==> config.mk <==
export PLATFORM = sky130hd
export DESIGN_NAME = audio_freq_divider_flat
export DESIGN_NICKNAME = d
export VERILOG_FILES = /design/src/rtl/audio_freq_divider_if.sv /design/src/rtl/audio_freq_divider.sv /design/src/flat_wrapper.sv
export SDC_FILE = /design/constraint.sdc
export NUM_CORES = 1
export LEC_CHECK = 0
export BUFFER_PORTS_ARGS = -buffer_cell sky130_fd_sc_hd__buf_2
export CAP_MARGIN = 20
export CORE_AREA = 2 2 67 81
export DETAILED_ROUTE_END_ITERATION = 7
export DIE_AREA = 0 0 69 83
export SLEW_MARGIN = 20
export SYNTH_ARGS = -nofsm -noshare
export SYNTH_HDL_FRONTEND = slang
export SYNTH_SLANG_ARGS = --single-unit
==> constraint.sdc <==
create_clock -name clk -period 4.4 [get_ports clk]
set_input_delay 0.88 -clock clk [delete_from_list [all_inputs] [get_ports clk]]
set_output_delay 0.88 -clock clk [all_outputs]
set_load 0.02 [all_outputs]
==> src/rtl/audio_freq_divider_if.sv <==
// Register-write bus and tick/level outputs of the audio frequency divider.
// The master side writes the registers; the slave side is the divider itself.
interface audio_freq_divider_if;
   logic       wr_en;
   logic [1:0] wr_addr;
   logic [4:0] wr_data;
   logic [3:0] audc;
   logic [3:0] audv;
   logic       audio_tick;
   logic       shift_tick;

   modport master (
      output wr_en, wr_addr, wr_data,
      input  audc, audv, audio_tick, shift_tick
   );

   modport slave (
      input  wr_en, wr_addr, wr_data,
      output audc, audv, audio_tick, shift_tick
   );
endinterface

==> src/rtl/audio_freq_divider.sv <==
// Audio channel frequency divider: /114 prescaler, AUDF divider, AUDC clock modifier
// (/3, /31 or pass-through) and registered shift pulse for the noise/tone shifter.
module audio_freq_divider (
   input  logic                 clk,
   input  logic                 rst_n,
   audio_freq_divider_if.slave  bus
);

   localparam logic [6:0] PRE_LAST = 7'd113;

   logic [6:0] pre_cnt;
   logic [4:0] div_cnt;
   logic [4:0] mod_cnt;
   logic [3:0] audc_reg;
   logic [4:0] audf_reg;
   logic [3:0] audv_reg;
   logic       shift_tick_r;

   logic       audio_tick;
   logic       freq_tick;
   logic       mode_div3;
   logic       mode_div31;
   logic       mod_pass;
   logic       audc_wr;

   assign audio_tick = (pre_cnt == PRE_LAST);
   assign freq_tick  = audio_tick && (div_cnt >= audf_reg);
   assign mode_div3  = (audc_reg[3:2] == 2'b11);
   assign mode_div31 = (audc_reg == 4'd6) || (audc_reg == 4'd10);
   assign audc_wr    = bus.wr_en && (bus.wr_addr == 2'd0);

   always_comb begin
      mod_pass = 1'b1;
      if (mode_div3)
         mod_pass = (mod_cnt == 5'd2);
      else if (mode_div31)
         mod_pass = (mod_cnt == 5'd30);
   end

   always_ff @(posedge clk or negedge rst_n) begin
      if (!rst_n) begin
         pre_cnt <= '0;
         div_cnt <= '0;
      end else begin
         pre_cnt <= audio_tick ? 7'd0 : pre_cnt + 7'd1;
         // A lowered AUDF leaves div_cnt above it; the >= compare wraps it on the next tick.
         if (audio_tick)
            div_cnt <= (div_cnt >= audf_reg) ? 5'd0 : div_cnt + 5'd1;
      end
   end

   always_ff @(posedge clk or negedge rst_n) begin
      if (!rst_n) begin
         mod_cnt <= '0;
      end else if (audc_wr) begin
         mod_cnt <= '0;
      end else if (freq_tick) begin
         if (mode_div3)
            mod_cnt <= (mod_cnt >= 5'd2) ? 5'd0 : mod_cnt + 5'd1;
         else if (mode_div31)
            mod_cnt <= (mod_cnt >= 5'd30) ? 5'd0 : mod_cnt + 5'd1;
         else
            mod_cnt <= '0;
      end
   end

   always_ff @(posedge clk or negedge rst_n) begin
      if (!rst_n) begin
         audc_reg <= '0;
         audf_reg <= '0;
         audv_reg <= '0;
      end else if (bus.wr_en) begin
         case (bus.wr_addr)
            2'd0:    audc_reg <= bus.wr_data[3:0];
            2'd1:    audf_reg <= bus.wr_data;
            2'd2:    audv_reg <= bus.wr_data[3:0];
            default: ;
         endcase
      end
   end

   always_ff @(posedge clk or negedge rst_n) begin
      if (!rst_n)
         shift_tick_r <= 1'b0;
      else
         shift_tick_r <= freq_tick && mod_pass && (audc_reg != 4'd0);
   end

   assign bus.audio_tick = audio_tick;
   assign bus.shift_tick = shift_tick_r;
   assign bus.audc       = audc_reg;
   assign bus.audv       = audv_reg;

endmodule
==> src/flat_wrapper.sv <==
// flat-port wrapper written by rule: the top's interface ports become plain ports
module audio_freq_divider_flat 
  (clk, rst_n, bus_wr_en, bus_wr_addr, bus_wr_data, bus_audc, bus_audv, bus_audio_tick, bus_shift_tick);
  audio_freq_divider_if bus_i ();
  input  logic clk;
  input  logic rst_n;
  input wire logic [$bits(bus_i.wr_en)-1:0] bus_wr_en;
  input wire logic [$bits(bus_i.wr_addr)-1:0] bus_wr_addr;
  input wire logic [$bits(bus_i.wr_data)-1:0] bus_wr_data;
  output wire logic [$bits(bus_i.audc)-1:0] bus_audc;
  output wire logic [$bits(bus_i.audv)-1:0] bus_audv;
  output wire logic [$bits(bus_i.audio_tick)-1:0] bus_audio_tick;
  output wire logic [$bits(bus_i.shift_tick)-1:0] bus_shift_tick;
  assign bus_i.wr_en = bus_wr_en;
  assign bus_i.wr_addr = bus_wr_addr;
  assign bus_i.wr_data = bus_wr_data;
  assign bus_audc = bus_i.audc;
  assign bus_audv = bus_i.audv;
  assign bus_audio_tick = bus_i.audio_tick;
  assign bus_shift_tick = bus_i.shift_tick;
  audio_freq_divider u_core (.clk(clk), .rst_n(rst_n), .bus(bus_i));
endmodule
# --- After elaboration in Yosys (flattened, before gate mapping) ---
# Cells that the tools add are included.
totals:
  register_bits: 31
  inputBits: 10
  output_inout_bits: 10
  elab_cells: 42
op_classes:
  add_sub_neg: 3
  magnitude_cmp: 3
  eq_ne: 8
  n_mux: 10
  n_reduce_logical: 11
op_table:
  columns: ["cell", "count"]
  rows:
  - ["two-way mux 5 bit", 7]
  - ["adder 5 x 1 -> 5 bit (second input constant)", 2]
  - ["adder 7 x 1 -> 7 bit (second input constant)", 1]
  - ["equality test 7 bit (second input constant)", 1]
  - ["two-way mux 7 bit", 1]
  - ["AND reduction 2 bit", 3]
  - ["equality test 5 x 2 -> 1 bit (second input constant)", 1]
  - ["equality test 5 bit (second input constant)", 1]
  - ["greater-or-equal comparator 5 x 2 -> 1 bit (second input constant)", 1]
  - ["greater-or-equal comparator 5 bit", 1]
  - ["greater-or-equal comparator 5 bit (second input constant)", 1]
  - ["equality test 2 bit (second input constant)", 2]
  - ["equality test 4 x 3 -> 1 bit (second input constant)", 1]
  - ["equality test 4 bit (second input constant)", 1]
  - ["logical AND 1 bit", 4]
  - ["nonzero test 4 bit", 1]
  - ["equality test 2 x 1 -> 1 bit (second input constant)", 1]
  - ["logical NOT 2 bit", 1]
  - ["two-way mux 1 bit", 2]
  - ["nonzero test 2 bit", 1]
  - ["logical OR 1 bit", 1]

# --- Depth between registers and ports, before layout ---
# Gate-level depths: netlist of the first run.
logic_depth:
  depth_word: 6
  mapped_depth: 8
  ltp_nobuf: 7

# --- Worst setup path after synthesis of the first run ---
# No wires, ideal clock.
synth_path:
  path_type: "register to output"
  start: "register u_core.pre_cnt[1]"
  end: "output port bus_audio_tick"
  t_arrival_ns: 1.255
  required_ns: 3.520
  slack_ns: 2.265
  path_stages_with_launch: 7
  path_buffers: 1
  path_cell_list: "dfrtp_1 > inv_1 > ha_1 > nand2b_1 > or3_4 > inv_1 > buf_6"
synth_between:
  elab_chain_len: 1
synth_rtl:
  columns: ["item", "line", "source"]
  rows:
  - ["start, declared", "audio_freq_divider.sv:11", "logic [6:0] pre_cnt;"]
  - ["start signal, assigned", "audio_freq_divider.sv:45", "pre_cnt <= audio_tick ? 7'd0 : pre_cnt + 7'd1;"]
  - ["equality test 7 bit", "audio_freq_divider.sv:26", "assign audio_tick = (pre_cnt == PRE_LAST);"]
  - ["end, declared", "flat_wrapper.sv:12", "output wire logic [$bits(bus_i.audio_tick)-1:0] bus_audio_tick;"]
# Every way passes these cells.

# --- Final worst setup path of the first run ---
# Same ends and word-level chain as after synthesis.

==> results of run 1 <==
## synth_stat cells
library cell  instances  area, sq um
nor3b_2               1         12.5
mux2_2               12          135
nand4b_1              3         26.3
nand2b_1              2         12.5
o21ai_1               1         5.00
a211oi_1              2         15.0
xor2_1                4         35.0
a21oi_4               1         16.3
nand3b_2              1         11.3
ha_1                 10          125
o21ai_0               9         45.0
o31ai_1               1         7.51
buf_6                 3         33.8
o2bb2ai_1             1         8.76
a21o_1                1         7.51
inv_1                 9         33.8
nor2b_1               2         12.5
xnor2_1               1         8.76
nand4_1               5         31.3
a31o_2                1         8.76
nor4b_4               1         23.8
dfrtp_1              31          776
buf_4                 2         15.0
a41oi_1               1         8.76
and4_1                1         8.76
nand3_1               7         35.0
nand3b_1              2         15.0
nand2_1              10         37.5
or3_4                 1         11.3
and3_2                1         7.51
a311o_1               1         10.0
nor4_1                2         12.5
a31oi_1               3         18.8
nor2_1                7         26.3
a21oi_1              11         55.1
nor3_1                3         15.0
## path summary, 6_finish.rpt
check,from,endpoint,slack [ps],depth (start not counted)
setup / recovery,u_core.pre_cnt[1],bus_audio_tick,1580,6
hold / removal,u_core.pre_cnt[0],u_core.pre_cnt[0],480,1
setup reg to reg,u_core.div_cnt[0],u_core.mod_cnt[3],2440,7
hold reg to reg,u_core.pre_cnt[0],u_core.pre_cnt[0],480,1
max in group asynchronous,rst_n,u_core.pre_cnt[1],3300,1
min in group asynchronous,rst_n,u_core.bus.audv[3],650,1
## power breakdown
part | switching, W | total (W) | internal [W]
clock | 0.0000935 | 0.000199 | 0.000105
combinational | 0.0000645 | 0.000114 | 0.0000491
sequential | 0.0000168 | 0.000325 | 0.000308
## through the flow
stage | cell area [sq um] | total power, W
2_1_floorplan | 1670 | 0.000406
3_3_place_gp | 1790 | 0.000443
3_5_place_dp | 1790 | 0.000445
4_1_cts | 1860 | 0.000649
5_1_grt | 1860 | 0.000677
6_report | 1860 | 0.000637
## layout make-up
cell class | count | share of cell area
multi-input cells | 109 | 0.435
flip-flops and latches | 31 | 0.417
repair buffers | 19 | 0.0511
well taps | 60 | 0.0403
clock buffers | 6 | 0.0390
inverters | 9 | 0.0181
## layer usage
layer / up-vias / track usage / wire, microns
li1: 599 / - / -
met2: 26 / 0.191 / 1510
met4: 0 / 0.0660 / 79
met3: 5 / 0.0340 / 121
met5: - / 0 / 0
met1: 569 / 0.133 / 1360
## cells by family after synthesis
family / count (synthesis)
buffers and inverters: 14
flip-flops: 31
AND/OR/NAND/NOR: 49
XOR/XNOR: 5
multiplexers: 12
AO/OA/AOI/OAI: 33
adder cells (fa/ha/maj): 10
==> flow_summary.yaml, run 1 <==
clocking:
  cts_tree: "done"
  post-cts-setup-buffers: 0
  ctsResizeCount: 0
  clock_latency_ps: 280
  cts_hold_buf: 0
  clk_transition_reported_paths_ps: 50
  htree_levels: 2
  root_buffer: "clkbuf_8"
  clockBufferDepth: 2
  cts_buffers: 5
  cts.sinks: 31
route:
  first_pass_iters: 4
  initialDrtViolationCount: 78
  wl_per_cell_microns: 13.1
  wirelength_mm: 3.07
  via_count: 1199
  postRouteAntennaNets: 0
  drc: 0
  viasPerCell: 5.12
sta:
  fin_crit_ps: 2820
  hold_viol_final: 0
  max_freq_mhz: 354
  whs_ps: 484
  finalCritPeriodShare: 0.641
  maxSlewViolCount: 0
  rsz0062_at_grt: "false"
  fin_tns_setup_ps: 0
  tightest_slew_ps: 696
  slew_headroom: 0.534
  fin_skew_ps: 7.02
  setup_violations: 0
  fin_ws_ps: 1580
critical_path:
  critPathRequiredTime_ps: 3520
  critPathArrivalTime_ps: 1940
  crit_family: "buffers and inverters"
  cp_slowest_stage_delay_ps: 460
  crit_top_cell: "inv_1"
  worst-path-max-fanout: 13
  endpoint_kind: "primary output"
  path_buf_inv: 3
  slowest_stage: "or3_4"
  crit_chain: "inv_1 > ha_1 > nand2b_1 > or3_4 > inv_1 > buf_2"
  crit_type: "flip-flop to primary output"
  start_kind: "flip-flop"
logic_synthesis:
  syn_nets: 174
  syn_avg_cell_area_sq_um: 10.8
  seq_area_frac_synth: 0.465
  synth_compound_area_frac: 0.124
  ys_warn_count: 0
  ys_ff_latch: 31
  synthXorXnorAreaFrac: 0.0263
  synth.area.mux_share: 0.0810
  ys_types: 36
  synth_top_family_by_area: "simple AND/OR/NAND/NOR gates"
  netlist_instances: 154
  yosys.area_share.simple: 0.179
  netlist_area_sq_mm: 0.00167
  synthAdderAreaFrac: 0.0750
final_layout:
  insertedDiodeCount: 0
  final_util: 0.380
  num-fill-cells: 516
  final_layout_size_suffix_gt1_frac: 0.247
  fin_nets: 195
  ff_latch_area_sq_um: 776
  final_cell_mix: "dfrtp_1 (31), buf_2 (19), mux2_2 (12), a21oi_1 (11)"
  mostFrequentLayoutCell: "dfrtp_1"
  largest_reg_flops: 7
  layout.cells.non_filler: 234
  top_register: "u_core.pre_cnt"
  syn2layout_area_growth_pct: 11.6
  multi_input_area_sq_um: 810
place:
  io_buffer_count: 19
  finalWeightedCongestion: 0.827
  dp.cells: 228
  place_ws_ps: 1860
  hpwl_mm: 2.29
floorplanning:
  ios: 20
  dieWidth_microns: 69
  start_util: 0.340
  core.rowCount: 28
  coreArea_sq_mm: 0.00490
  die_h_microns: 83
  die_area_sq_mm: 0.00573
grt:
  grt_pass1_wl_mm: 5.29
  grt_max_degree: 32
  grt-ovfl-total: 0
  antenna_found_initial: 0
  grt_usage: 0.116
  grt_pass1_vias: 1193
flow_run:
  drv_cap: 0
power:
  peakVddDrop_uv: 163
  p_per_area_mw_per_mm2: 342
  p_leak_nw: 0.827
min_path:
  hp-class: "flip-flop to flip-flop"
outcome:
  status: "finished clean"
No activity file was read; power rests on OpenSTA's default activity.
==> inputs of run 2 (changes only) <==
==> constraint.sdc (replaced) <==
create_clock -name clk -period 2.9 [get_ports clk]
set_input_delay 0.58 -clock clk [delete_from_list [all_inputs] [get_ports clk]]
set_output_delay 0.58 -clock clk [all_outputs]
set_load 0.02 [all_outputs]
==> run 2 against run 1 <==
Against the previous run:
- final cell count grew 1.3%
- largest cell class unchanged
- utilization grew 0.33 points
- non-clock buffer count grew 1
- register-to-register slack lost 1400 ps
- worst setup slack lost 900 ps
- routed wire length grew 0.75%
- clock skew grew 2.5 ps
- die area is the same
==> flow_summary.yaml, run 2 (synthesis results as in run 1) <==
outcome:
  status: "finished clean"
final_layout:
  largest_reg_flops: 7
  insertedDiodeCount: 0
  final_cell_mix: "dfrtp_1 (31), buf_2 (19), mux2_2 (12), a21oi_1 (11)"
  top_register: "u_core.pre_cnt"
  fin_nets: 196
  layout.cells.non_filler: 237
  num-fill-cells: 500
  final_layout_size_suffix_gt1_frac: 0.254
  syn2layout_area_growth_pct: 12.6
  mostFrequentLayoutCell: "dfrtp_1"
  final_util: 0.383
floorplanning:
  coreArea_sq_mm: 0.00490
  start_util: 0.340
  core.rowCount: 28
  die_area_sq_mm: 0.00573
  dieWidth_microns: 69
  ios: 20
  die_h_microns: 83
clocking:
  ctsResizeCount: 0
  cts_buffers: 5
  htree_levels: 2
  clock_latency_ps: 280
  cts.sinks: 31
  clockBufferDepth: 2
  post-cts-setup-buffers: 0
  cts_hold_buf: 0
  root_buffer: "clkbuf_8"
  clk_transition_reported_paths_ps: 60
  cts_tree: "done"
sta:
  setup_violations: 0
  slew_headroom: 0.537
  max_freq_mhz: 451
  fin_tns_setup_ps: 0
  fin_crit_ps: 2220
  maxSlewViolCount: 0
  fin_skew_ps: 9.56
  fin_ws_ps: 682
  tightest_slew_ps: 695
  rsz0062_at_grt: "false"
  hold_viol_final: 0
  finalCritPeriodShare: 0.765
critical_path:
  critPathArrivalTime_ps: 1640
  reg2reg_depth: 7
  crit_start: "u_core.pre_cnt[1]"
  critPathRequiredTime_ps: 2320
  worst-path-max-fanout: 13
  endpoint_kind: "primary output"
  rr_startpoint: "u_core.div_cnt[0]"
  crit_type: "flip-flop to primary output"
  start_kind: "flip-flop"
route:
  wl_per_cell_microns: 13.1
  initialDrtViolationCount: 83
  via_count: 1215
  postRouteAntennaNets: 0
  viasPerCell: 5.13
  wirelength_mm: 3.10
  drc: 0
  first_pass_iters: 4
grt:
  grt-busiest-layer: "met2"
  grt_pass1_vias: 1116
  grtUsageMet1: 0.147
  grt_pass1_wl_mm: 5.21
  grt_use_met3: 0.0376
  grt_max_degree: 32
  grt-ovfl-total: 0
  grt_usage: 0.115
  antenna_found_initial: 0
  use_met2: 0.172
flow_run:
  drv_cap: 0
place:
  place_ws_ps: 968
  finalWeightedCongestion: 0.832
  hpwl_mm: 2.23
  dp.cells: 229
  io_buffer_count: 19
power:
  p_leak_nw: 0.838
  peakVddDrop_uv: 219
  p_per_area_mw_per_mm2: 523
min_path:
  hp-class: "primary input to async pin"
-- run 2: changes by cell type in the layout (fill, tap and decap cells not counted) --
| cell | change |
|---|---|
| clkbuf_1 | +1 |
| clkinv_2 | +1 |
| buf_4 | +1 |
-- run 2: area by class of cell --
type,count,area (sq um),area share
tap,60,75.1,0.0400
multi-input combinational,109,810,0.431
inverter,9,33.8,0.0180
clock buffer,7,76.3,0.0406
timing repair buffer,20,103,0.0546
sequential,31,776,0.413
clock inverter,1,5.00,0.00266
-- run 2: layer usage --
layer | wire (microns) | part of all wire | vias up
met3 | 92 | 0.030 | 5
li1 | - | - | 606
met5 | 0 | 0 | -
met1 | 1440 | 0.47 | 588
met2 | 1490 | 0.48 | 16
met4 | 67 | 0.022 | 0
-- run 2: per-stage QoR --
stage          hold slack (ps)  area [sq um]  total power, W
6_report                   342          1880        0.000982
5_1_grt                    384          1880         0.00104
4_1_cts                    365          1880        0.000999
3_5_place_dp               482          1800        0.000674
3_3_place_gp               471          1800        0.000672
2_1_floorplan              284          1670        0.000616
-- run 2: power breakdown --
group	total [W]	switching [W]	internal (W)
Clock	0.000318	0.000150	0.000168
Sequential	0.000493	0.0000266	0.000467
Combinational	0.000171	0.0000964	0.0000741
-- run 2: path summary, 6_finish.rpt --
kind | to | slack [ps]
max in group asynchronous | u_core.pre_cnt[1] | 2100
setup / recovery | bus_audio_tick | 680
setup reg to reg | u_core.mod_cnt[4] | 1040
hold reg to reg | u_core.pre_cnt[0] | 480
min in group clk | u_core.pre_cnt[0] | 480
hold / removal | u_core.bus.audv[0] | 340
-- run 2: critical path, cell delays in order, from the launching register on --
cell and delay (ps):
dfrtp_1 380, inv_1 60, ha_1 150, nand2b_1 60, or3_4 450, inv_1 100, buf_2 160
==> inputs of run 3 (changes only) <==
==> constraint.sdc (replaced) <==
create_clock -name clk -period 2.22 [get_ports clk]
set_input_delay 0.444 -clock clk [delete_from_list [all_inputs] [get_ports clk]]
set_output_delay 0.444 -clock clk [all_outputs]
set_load 0.02 [all_outputs]
==> run 3 against run 2 <==
Against the previous run:
- worst setup slack got worse by 520 ps
- final cell count fell by 0.42%
- critical path type unchanged
- largest power group unchanged
- worst hold slack got worse by 130 ps
- sequential cell count did not move
- utilization barely moved
- sequential power rose by 31%
- total power rose by 29%
- first-iteration DRC count rose by 9.6%
- critical path depth did not move
- clock power rose by 24%
==> flow_summary.yaml, run 3 (synthesis results as in run 1) <==
outcome:
  status: "finished clean"
sta:
  fin_skew_ps: 1.08
  setup_violations: 0
  slew_headroom: 0.533
  rsz0062_at_grt: "false"
  tightest_slew_ps: 700
  hold_viol_final: 0
  whs_ps: 211
  max_freq_mhz: 485
  finalCritPeriodShare: 0.928
  fin_crit_ps: 2060
  fin_tns_setup_ps: 0
  maxSlewViolCount: 0
final_layout:
  insertedDiodeCount: 0
  multi_input_area_sq_um: 810
  num-fill-cells: 507
  mostFrequentLayoutCell: "dfrtp_1"
  largest_reg_flops: 7
  final_layout_size_suffix_gt1_frac: 0.256
  final_util: 0.383
  top_register: "u_core.pre_cnt"
  final_cell_mix: "dfrtp_1 (31), buf_2 (19), mux2_2 (12), a21oi_1 (11)"
  ff_latch_area_sq_um: 776
  fin_nets: 197
  layout.cells.non_filler: 236
  syn2layout_area_growth_pct: 12.5
critical_path:
  worst-path-max-fanout: 13
  endpoint_kind: "primary output"
  crit_chain: "inv_1 > ha_1 > nand2b_1 > or3_4 > inv_1 > buf_2"
  slowest_stage: "or3_4"
  crit_family: "simple AND/OR/NAND/NOR gates"
  critPathRequiredTime_ps: 1780
  start_kind: "flip-flop"
  crit_top_cell: "inv_1"
  path_buf_inv: 3
  crit_type: "flip-flop to primary output"
  critPathArrivalTime_ps: 1620
  cp_slowest_stage_delay_ps: 420
place:
  finalWeightedCongestion: 0.773
  dp.cells: 230
  io_buffer_count: 19
  hpwl_mm: 2.31
clocking:
  root_buffer: "clkbuf_8"
  htree_levels: 2
  clockBufferDepth: 2
  cts.sinks: 31
  clock_latency_ps: 280
  cts_tree: "done"
  cts_hold_buf: 0
  cts_buffers: 5
  clk_transition_reported_paths_ps: 60
power:
  p_per_area_mw_per_mm2: 674
  pwr-share-clk: 0.311
  peakVddDrop_uv: 236
  power_switching_w: 0.000349
  pwr-share-comb: 0.179
  p_leak_nw: 0.836
  cell_internal_pwr_w: 0.000916
  power.share.sequential: 0.509
  p_total_w: 0.00127
  swShare: 0.276
floorplanning:
  core.rowCount: 28
  dieWidth_microns: 69
  die_area_sq_mm: 0.00573
  coreArea_sq_mm: 0.00490
  ios: 20
  die_h_microns: 83
  start_util: 0.340
route:
  initialDrtViolationCount: 91
  postRouteAntennaNets: 0
  wl_per_cell_microns: 13.7
  wirelength_mm: 3.22
  via_count: 1228
  drc: 0
  first_pass_iters: 4
  viasPerCell: 5.20
min_path:
  hp-class: "primary input to async pin"
grt:
  grt_pass1_vias: 1208
  grt_max_degree: 32
  grt_pass1_wl_mm: 5.59
  antenna_found_initial: 0
  grt_usage: 0.120
  grt-ovfl-total: 0
flow_run:
  drv_cap: 0
-- run 3: cell count changes in the layout (fill, tap and decap cells not counted), sizes merged --
cell,change
buf,+1
clkinv,-1
clkbuf,-1
-- run 3: area by class of cell --
cell class,instances,share of cell area
sequential,31,0.413
timing repair buffer,21,0.0587
tap,60,0.0400
multi-input combinational,109,0.431
inverter,9,0.0180
clock buffer,6,0.0387
-- run 3: worst paths after layout --
path	to	cells past startpoint	from	slack, ps
worst max-delay path	bus_audio_tick	6	u_core.pre_cnt[1]	160
worst min-delay path	u_core.bus.audv[3]	1	rst_n	210
worst max register to register	u_core.mod_cnt[3]	6	u_core.div_cnt[2]	380
worst min register to register	u_core.pre_cnt[0]	1	u_core.pre_cnt[0]	490
max in group asynchronous	u_core.mod_cnt[2]	1	rst_n	1560
min in group clk	u_core.audf_reg[4]	2	bus_wr_data[4]	410
-- run 3: power by group through the flow --
stage / Sequential [W] / Combinational, W / Clock, W
final: 0.000645 / 0.000227 / 0.000394
after CTS: 0.000646 / 0.000231 / 0.000414
after global placement: 0.000654 / 0.000228 / 0
after global routing: 0.000651 / 0.000248 / 0.000432
after detailed placement: 0.000656 / 0.000229 / 0
after floorplan: 0.000683 / 0.000122 / 0
-- run 3: worst reg2reg max path: cells and delay by family (launching register included) --
kind	cells	cell delay (ps)
AOI/OAI and AO/OA	4	740
adders and majority gates	1	300
and+or+nand+nor	1	280
DFF	1	420
-- run 3: layer usage --
metal / global-route usage / part of all wire
met5: 0 / 0
met2: 0.194 / 0.49
met4: 0.0588 / 0.024
met1: 0.149 / 0.45
met3: 0.0291 / 0.030
-- run 3: per-stage QoR --
stage	worst slack [ps]	area (sq um)
6_report	160	1880
5_1_grt	38.2	1880
4_1_cts	105	1880
3_5_place_dp	383	1800
3_3_place_gp	417	1800
2_1_floorplan	521	1670
-- run 3: repair_timing --
action	4_1_cts	5_1_grt
endpoints found under the setup margin	0	1
endpoints found under the hold margin	0	0
setup buffers	0	0
resized for setup	0	0
